[src/rtl/param_shadow_bank.sv]
`default_nettype none
// +----------------------------------------------------------------------------+
// | Module      : param_shadow_bank                                            |
// | Description : Double-buffered parameter memory. SPI accesses the shadow   |
// |               bank, the DSP reads the active bank; banks swap on a frame   |
// |               boundary and the new shadow resyncs in the background.       |
// | Revision    : 1.0 - initial release                                        |
// +----------------------------------------------------------------------------+
module param_shadow_bank #(
    parameter int WORD_WIDTH = 8,
    parameter int ADDR_WIDTH = 2
) (
    input  logic                  clk,
    input  logic                  reset,
    input  logic [ADDR_WIDTH-1:0] rd_addr,
    output logic [WORD_WIDTH-1:0] rd_data,
    input  logic [ADDR_WIDTH-1:0] wr_addr,
    input  logic [WORD_WIDTH-1:0] wr_data,
    input  logic                  wr_enable,
    input  logic                  commit,
    input  logic                  frame_tick,
    input  logic [ADDR_WIDTH-1:0] dsp_rd_addr,
    output logic [WORD_WIDTH-1:0] dsp_rd_data,
    output logic                  active_bank,
    output logic                  commit_pending,
    output logic                  busy
);

    localparam int                    c_NUM_ADDRS = 1 << ADDR_WIDTH;
    localparam logic [ADDR_WIDTH-1:0] c_LAST_ADDR = {ADDR_WIDTH{1'b1}};
    localparam logic [0:0]            c_ST_IDLE   = 1'b0;
    localparam logic [0:0]            c_ST_SYNC   = 1'b1;

    // Storage is deliberately outside the reset domain; it powers up cleared.
    logic [WORD_WIDTH-1:0] r_bank [2][c_NUM_ADDRS] = '{default: '0};

    logic [0:0]             r_state;
    logic                   r_active;
    logic                   r_pending;
    logic [c_NUM_ADDRS-1:0] r_dirty;
    logic [ADDR_WIDTH-1:0]  r_cnt;
    logic [WORD_WIDTH-1:0]  r_rd_data;
    logic [WORD_WIDTH-1:0]  r_dsp_rd_data;

    logic                   w_shadow;
    logic [0:0]             w_state_nxt;
    logic                   w_active_nxt;
    logic                   w_pending_nxt;
    logic [c_NUM_ADDRS-1:0] w_dirty_nxt;
    logic [ADDR_WIDTH-1:0]  w_cnt_nxt;
    logic                   w_copy;
    logic                   w_fwd;

    assign w_shadow = ~r_active;

    // Uncopied, unwritten shadow words are still stale: serve them from active.
    assign w_fwd = (r_state == c_ST_SYNC) && (rd_addr >= r_cnt) && !r_dirty[rd_addr];

    always_comb begin
        w_state_nxt   = r_state;
        w_active_nxt  = r_active;
        w_pending_nxt = r_pending | commit;
        w_dirty_nxt   = r_dirty;
        w_cnt_nxt     = r_cnt;
        w_copy        = 1'b0;
        if (wr_enable) begin
            w_dirty_nxt[wr_addr] = 1'b1;
        end
        case (r_state)
            c_ST_IDLE: begin
                if (frame_tick && (r_pending || commit)) begin
                    w_state_nxt   = c_ST_SYNC;
                    w_active_nxt  = ~r_active;
                    w_pending_nxt = 1'b0;
                    w_dirty_nxt   = '0;
                    w_cnt_nxt     = '0;
                end
            end
            c_ST_SYNC: begin
                // The SPI write owns the shadow write port, so it stalls the copy.
                if (!wr_enable) begin
                    w_copy = !r_dirty[r_cnt];
                    if (r_cnt == c_LAST_ADDR) begin
                        w_state_nxt = c_ST_IDLE;
                    end else begin
                        w_cnt_nxt = r_cnt + ADDR_WIDTH'(1);
                    end
                end
            end
            default: begin
                w_state_nxt = c_ST_IDLE;
            end
        endcase
    end

    always_ff @(posedge clk) begin
        if (reset) begin
            r_state       <= c_ST_IDLE;
            r_active      <= 1'b0;
            r_pending     <= 1'b0;
            r_dirty       <= '0;
            r_cnt         <= '0;
            r_rd_data     <= '0;
            r_dsp_rd_data <= '0;
        end else begin
            r_state       <= w_state_nxt;
            r_active      <= w_active_nxt;
            r_pending     <= w_pending_nxt;
            r_dirty       <= w_dirty_nxt;
            r_cnt         <= w_cnt_nxt;
            r_rd_data     <= w_fwd ? r_bank[r_active][rd_addr] : r_bank[w_shadow][rd_addr];
            r_dsp_rd_data <= r_bank[r_active][dsp_rd_addr];
        end
    end

    always_ff @(posedge clk) begin
        if (!reset) begin
            if (wr_enable) begin
                r_bank[w_shadow][wr_addr] <= wr_data;
            end
            if (w_copy) begin
                r_bank[w_shadow][r_cnt] <= r_bank[r_active][r_cnt];
            end
        end
    end

    assign rd_data        = r_rd_data;
    assign dsp_rd_data    = r_dsp_rd_data;
    assign active_bank    = r_active;
    assign commit_pending = r_pending;
    assign busy           = (r_state == c_ST_SYNC);

endmodule
`default_nettype wire

[config.mk]
export PLATFORM = sky130hd
export DESIGN_NAME = param_shadow_bank
export DESIGN_NICKNAME = d
export VERILOG_FILES = /design/src/rtl/param_shadow_bank.sv
export SDC_FILE = /design/constraint.sdc
export NUM_CORES = 1
export LEC_CHECK = 0
export BUFFER_PORTS_ARGS = -buffer_cell sky130_fd_sc_hd__buf_2
export CAP_MARGIN = 30
export CORE_ASPECT_RATIO = 1.1
export CORE_UTILIZATION = 45
export CTS_BUF_LIST = sky130_fd_sc_hd__clkbuf_8
export CTS_CLUSTER_DIAMETER = 50
export CTS_CLUSTER_SIZE = 40
export DETAILED_ROUTE_END_ITERATION = 8
export PLACE_DENSITY = 0.59
export SLEW_MARGIN = 10
export SYNTH_ARGS = -nofsm -noshare
export SYNTH_HDL_FRONTEND = slang
export SYNTH_SLANG_ARGS = --single-unit
[constraint.sdc]
create_clock -name clk -period 4.5 [get_ports clk]
set_clock_uncertainty 0.1 [all_clocks]
set_input_delay 0 -clock clk [delete_from_list [all_inputs] [get_ports clk]]
set_output_delay 0 -clock clk [all_outputs]
set_load 0.01 [all_outputs]
======== Word-level counts from Yosys, hierarchy flattened ========
Memories as Yosys holds them, arrays and structs flattened. A register that Yosys moved wholly into a read port is not among the register bits.
Index checks and enable logic that the tools add are counted.
storage, ports and cells
  register bits after elaboration ......... 25
  bits in writable memories ............... 64
  input bits .............................. 19
  output and inout port bits .............. 19
  logic and storage cells ................. 153
  memories ................................ 1
memories
  memory  words  bits a word  read ports  clocked after Yosys merged registers in  wr ports  RTL line  text
  r_bank  2      32           2           1                                        1         35        logic [WORD_WIDTH-1:0] r_bank [2][c_NUM_ADDRS] = '{default: '0};
cells by class
  add/subtract/negate cells ............... 1
  magnitude comparators ................... 11
  eq/ne operators ......................... 4
  multiplexer cells ....................... 78
  bitwise logic cells ..................... 40
  reductions and logical operators ........ 11
operators by type and width
  kind                 number
  $mux 8               11
  $bmux 8 s2           4
  $mux 32              2
  $mux 1               48
  $or 1x1->1           33
  $demux 8 s2          2
  $ge 3x3->1 const B   4
  $mux 4               3
  $not 2->3            4
  $lt 2x3->1 const B   3
  $logic_and 1x1->1    6
  $lt 3x1->1 const B   2
  $mux 2               3
  $ne 2x2->1 const B   3
  $bmux 1 s2           2
  $or 4x4->4           1
  $pmux 2 s2           1
  $reduce_and 3->1     1
  $add 2x1->2 const B  1
  $demux 1 s2          1
  $eq 2x2->1 const B   1
  $ge 2x1->1 const B   1
  $ge 2x2->1           1
  $logic_not 1->1      2
  4 further kinds      5

======== Depth between registers and ports, before layout ========
  word-level depth ........................ 9
  depth in mapped cells ................... 9
  depth with buffers taken out ............ 6

======== Least setup slack after synthesis ========
Ideal clock, no wire load.
  path kind ............................... register -> register
  start point ............................. reg r_cnt[0]
  end point ............................... mem r_bank[0][0] (netlist bit) (enable)
  library setup time ...................... 373 ps
  data arrival time ....................... 2056 ps
  required time ........................... 4027 ps
  path slack .............................. 1971 ps
  stages on the path, launching flop included .. 6
  path buffers ............................ 1
  period minus slack after synthesis ...... 2529 ps
  cell sequence ........................... dfxtp_1 > buf_6 > mux4_2 > nor4b_4 > a31oi_1 > nor2b_1
between the ends
  word-level cells in the longest chain between the ends .. 9
  elaborated cells between the ends (all ways) .. 15
  classes of those cells .................. order compare: 2; mux: 9; bitwise: 2; reduce/logical: 2
ends and longest elaborated chain
  item                               RTL line  text
  start: declaration                 41        logic [ADDR_WIDTH-1:0] r_cnt;
  start signal: assignment           110       r_cnt <= w_cnt_nxt;
  $bmux 1 s2                         82        w_copy = !r_dirty[r_cnt];
  $mux 1 (implied by the code)       82
  $logic_not 1->1                    82
  $mux 1                             81        if (!wr_enable) begin
  $mux 1                             69        case (r_state)
  $mux 1                             121       if (w_copy) begin
  $mux 1                             117       if (!reset) begin
  $mux 32 (implied by the code) (*)  122       r_bank[w_shadow][r_cnt] <= r_bank[r_active][r_cnt];
  $or 1x1->1 (no source line) (*)    --
  end: declaration                   35
Mark *: on every way between the ends. The rest lies on a longest branch, timed or not. The select of a mux whose other input is x is not followed.

======== Worst setup path after layout ========
  start point ............................. reg r_cnt[0]
  end point ............................... mem r_bank[0][27] (netlist bit) (enable)
Same word-level chain as after synthesis.

==> results.sh <==
export IMPL_vdd_drop_max_uv=123
export IMPL_antenna_found_initial=0
export IMPL_crit_arrival_ns=3.12
export IMPL_clkPwrFrac_pct=33.1
export IMPL_ant_nets=0
export IMPL_worstPathRequired_ns=4.41
export IMPL_seqPwrFrac_pct=50.4
export IMPL_crit_family="simple AND/OR/NAND/NOR gates"
export IMPL_std_cell_rows=41
export IMPL_seq_area_frac_synth_pct=46.0
export IMPL_area_delta_synth_final_pct=12.8
export IMPL_grt_pass1_vias=3409
export IMPL_port_buffers=37
export IMPL_fmax_mhz=311
export IMPL_pin_count=38
export IMPL_cts_buffers_inserted=9
export IMPL_worstSetupPathType="flip-flop to flip-flop"
export IMPL_fin_crit_ns=3.21
export IMPL_synth_edf_count=64
export IMPL_timing_slew_headroom_pct=40.0
export IMPL_final_cell_mix="64 x edfxtp_1, 60 x mux4_2, 40 x mux2_2"
export IMPL_htreeDepth=3
export IMPL_grt_pass1_wl_um=21000
export IMPL_yosysUniqueCellTypes=37
export IMPL_cp_max_fo=22
export IMPL_coreArea_mm2=0.0115
export IMPL_dieWidth_um=106
export IMPL_wl_per_cell_um=25.7
export IMPL_num_antenna_cells=0
export IMPL_crit_buf_inv=1
export IMPL_first_pass_iters=4
export IMPL_insertion_delay_ns=0.38
export IMPL_synthesis_area_mm2=0.00531
export IMPL_track_usage_pct=24.4
export IMPL_cts_sinks=90
export IMPL_place_gp_congestion=0.807
export IMPL_route_detailed_drc=0
export IMPL_power_density_mw_per_mm2=315
export IMPL_outcome="complete, no violations"
export IMPL_fin_crit_sh_pct=71.4
export IMPL_ys_flop_type="edfxtp_1"
export IMPL_crit_path_end_kind="flip-flop"
export IMPL_hpwl_um=9650
export IMPL_async_flop_share_pct=0
export IMPL_via_per_inst=6.22
export IMPL_ys_warn_count=0
export IMPL_rsz0062_at_grt="no"
export IMPL_hold_viol_final=0
export IMPL_max_stage_delay_ns=0.72
export IMPL_path_clk_slew_ns=0.10
export IMPL_ctsLongestPathBuffers=2
export IMPL_grt_ovfl_total=0
export IMPL_cts_resized=0
export IMPL_nNetsFinal=416
export IMPL_worst_pin_slew_ns=0.897
export IMPL_synth_nets=372
export IMPL_internal_power_mw=1.39
export IMPL_dr_total_vias=3394
export IMPL_maxCapViolCount=0
export IMPL_switching_share_pct=26.1
export IMPL_drt_iter0_drc=210
export IMPL_routed_wl_um=14000
export IMPL_setup_viol=0
export IMPL_placed_cells=513
export IMPL_power_switching_uw=494
export IMPL_setup_tns_ns=0
export IMPL_slew_violations=0
export IMPL_start_util_pct=46.2
export IMPL_crit_path_top_delay_cell="nor2b_1"
export IMPL_layout_commonest_cell="edfxtp_1"
export IMPL_hp_class="primary input to flip-flop"
export IMPL_leakage_nw=2.05
export IMPL_grt_max_degree=35
export IMPL_pwr_share_comb_pct=16.5
export IMPL_cts_tree="done"
export IMPL_startpoint_type="flip-flop"
export IMPL_whs_ns=0.00853
export IMPL_drive_gt1_share_pct=41.2
export IMPL_yosys_register_bits=90
export IMPL_root_buffer="clkbuf_8"
export IMPL_die_y_um=116
export IMPL_crit_chain="buf_4 > mux4_2 > and4b_1 > a21oi_1 > nor2b_1"
export IMPL_syn_inst=347
export IMPL_stdcell_count=546
export IMPL_dieArea_mm2=0.0122
export IMPL_avgSynthCellArea_um2=15.3
==> per-stage QoR <==
step / power (mW) / area (um2) / utilization (%) / setup WS [ns]
final: 1.89 / 5990 / 52.2 / 1.29
after global routing: 1.95 / 5990 / 52.2 / 1.11
after CTS: 1.90 / 5990 / 52.1 / 1.30
after detailed placement: 1.27 / 5610 / 48.8 / 1.34
after global placement: 1.27 / 5610 / 48.8 / 1.36
after floorplan: 1.18 / 5310 / - / 1.97
==> power groups by stage <==
stage | logic [mW] | registers [mW] | clock network [mW]
floorplan | 0.226 | 0.957 | 0
global placement | 0.301 | 0.971 | 0
detailed placement | 0.301 | 0.971 | 0
CTS | 0.314 | 0.952 | 0.629
global route | 0.335 | 0.957 | 0.657
finish | 0.312 | 0.952 | 0.624
==> cell families (layout without fill, tap and decap cells) <==
| group | after synthesis | count (layout) | synth area share (%) |
|---|---|---|---|
| AOI/OAI and AO/OA | 30 | 30 | 3.65 |
| xor gates and xnor gates | 1 | 1 | 0.165 |
| DFF | 90 | 90 | 46.0 |
| buffers and inverters | 32 | 81 | 2.76 |
| muxes | 123 | 123 | 40.1 |
| adders and majority gates | 6 | 6 | 1.41 |
| and+or+nand+nor | 65 | 65 | 5.94 |
==> final timing paths <==
check                                      startpoint                         to  cells past startpoint  slack [ns]
worst min-delay path                   dsp_rd_addr[0]  dsp_rd_data[5]$_SDFF_PP0_                      3       0.009
worst max-delay path            r_cnt[0]$_SDFFE_PP0P_    r_bank[0][27]$_DFFE_PP_                      5        1.29
worst max register to register  r_cnt[0]$_SDFFE_PP0P_    r_bank[0][27]$_DFFE_PP_                      5        1.29
worst min register to register  r_dirty[0]$_SDFF_PP0_      r_dirty[0]$_SDFF_PP0_                      2        0.45
==> sequential cells by signal, indices dropped and copies added (netlist names), named ones only <==
name            flops
r_dirty             4
rd_data             8
busy                1
r_bank             64
r_cnt               2
commit_pending      1
dsp_rd_data         8
active_bank         1
==> synthesized netlist by cell type, types with 2 or more instances <==
cell type / instances / area share (%)
o41ai_1: 8 / 1.3
mux2_2: 40 / 8.5
and4b_1: 2 / 0.38
inv_1: 4 / 0.28
ha_1: 6 / 1.4
dfxtp_1: 26 / 9.8
a31oi_1: 3 / 0.35
clkbuf_1: 12 / 0.85
clkinv_1: 2 / 0.14
mux4_2: 60 / 25
nor2_1: 19 / 1.3
nand2_1: 25 / 1.8
nor3_1: 5 / 0.47
buf_4: 2 / 0.28
buf_2: 9 / 0.85
mux4_1: 6 / 3.0
edfxtp_1: 64 / 36
nor2b_1: 5 / 0.59
a21oi_1: 15 / 1.4
mux2i_1: 17 / 3.2
==> timing repair <==
item | 4_1_cts | 5_1_grt
setup buffers | 0 | 0
hold endpoints to repair | 78 | 0
hold buffers | 16 | 0
==> worst min-delay path, cell delays in order <==
cell and delay [ns]:
buf_2 0.23, mux2i_1 0.16, nor2_1 0.07
==> metal layers <==
layer / GRT usage [%] / vias up / wire [um] / part of all wire, %
li1: - / 1502 / - / -
met1: 32.3 / 1730 / 5660 / 40
met3: 3.99 / 18 / 925 / 6.6
met2: 41.0 / 144 / 7160 / 51
met4: 9.35 / 0 / 308 / 2.2
met5: 0 / - / 0 / 0
==> layout make-up <==
cell class / count / area (um2)
clock buffer: 9 / 124
timing repair buffer: 58 / 395
multi-input combinational: 225 / 2720
clock inverter: 7 / 93.8
fill: 994 / 5500
tap: 150 / 188
sequential: 90 / 2440
inverter: 7 / 26.3
No activity file was read; power rests on OpenSTA's default activity.
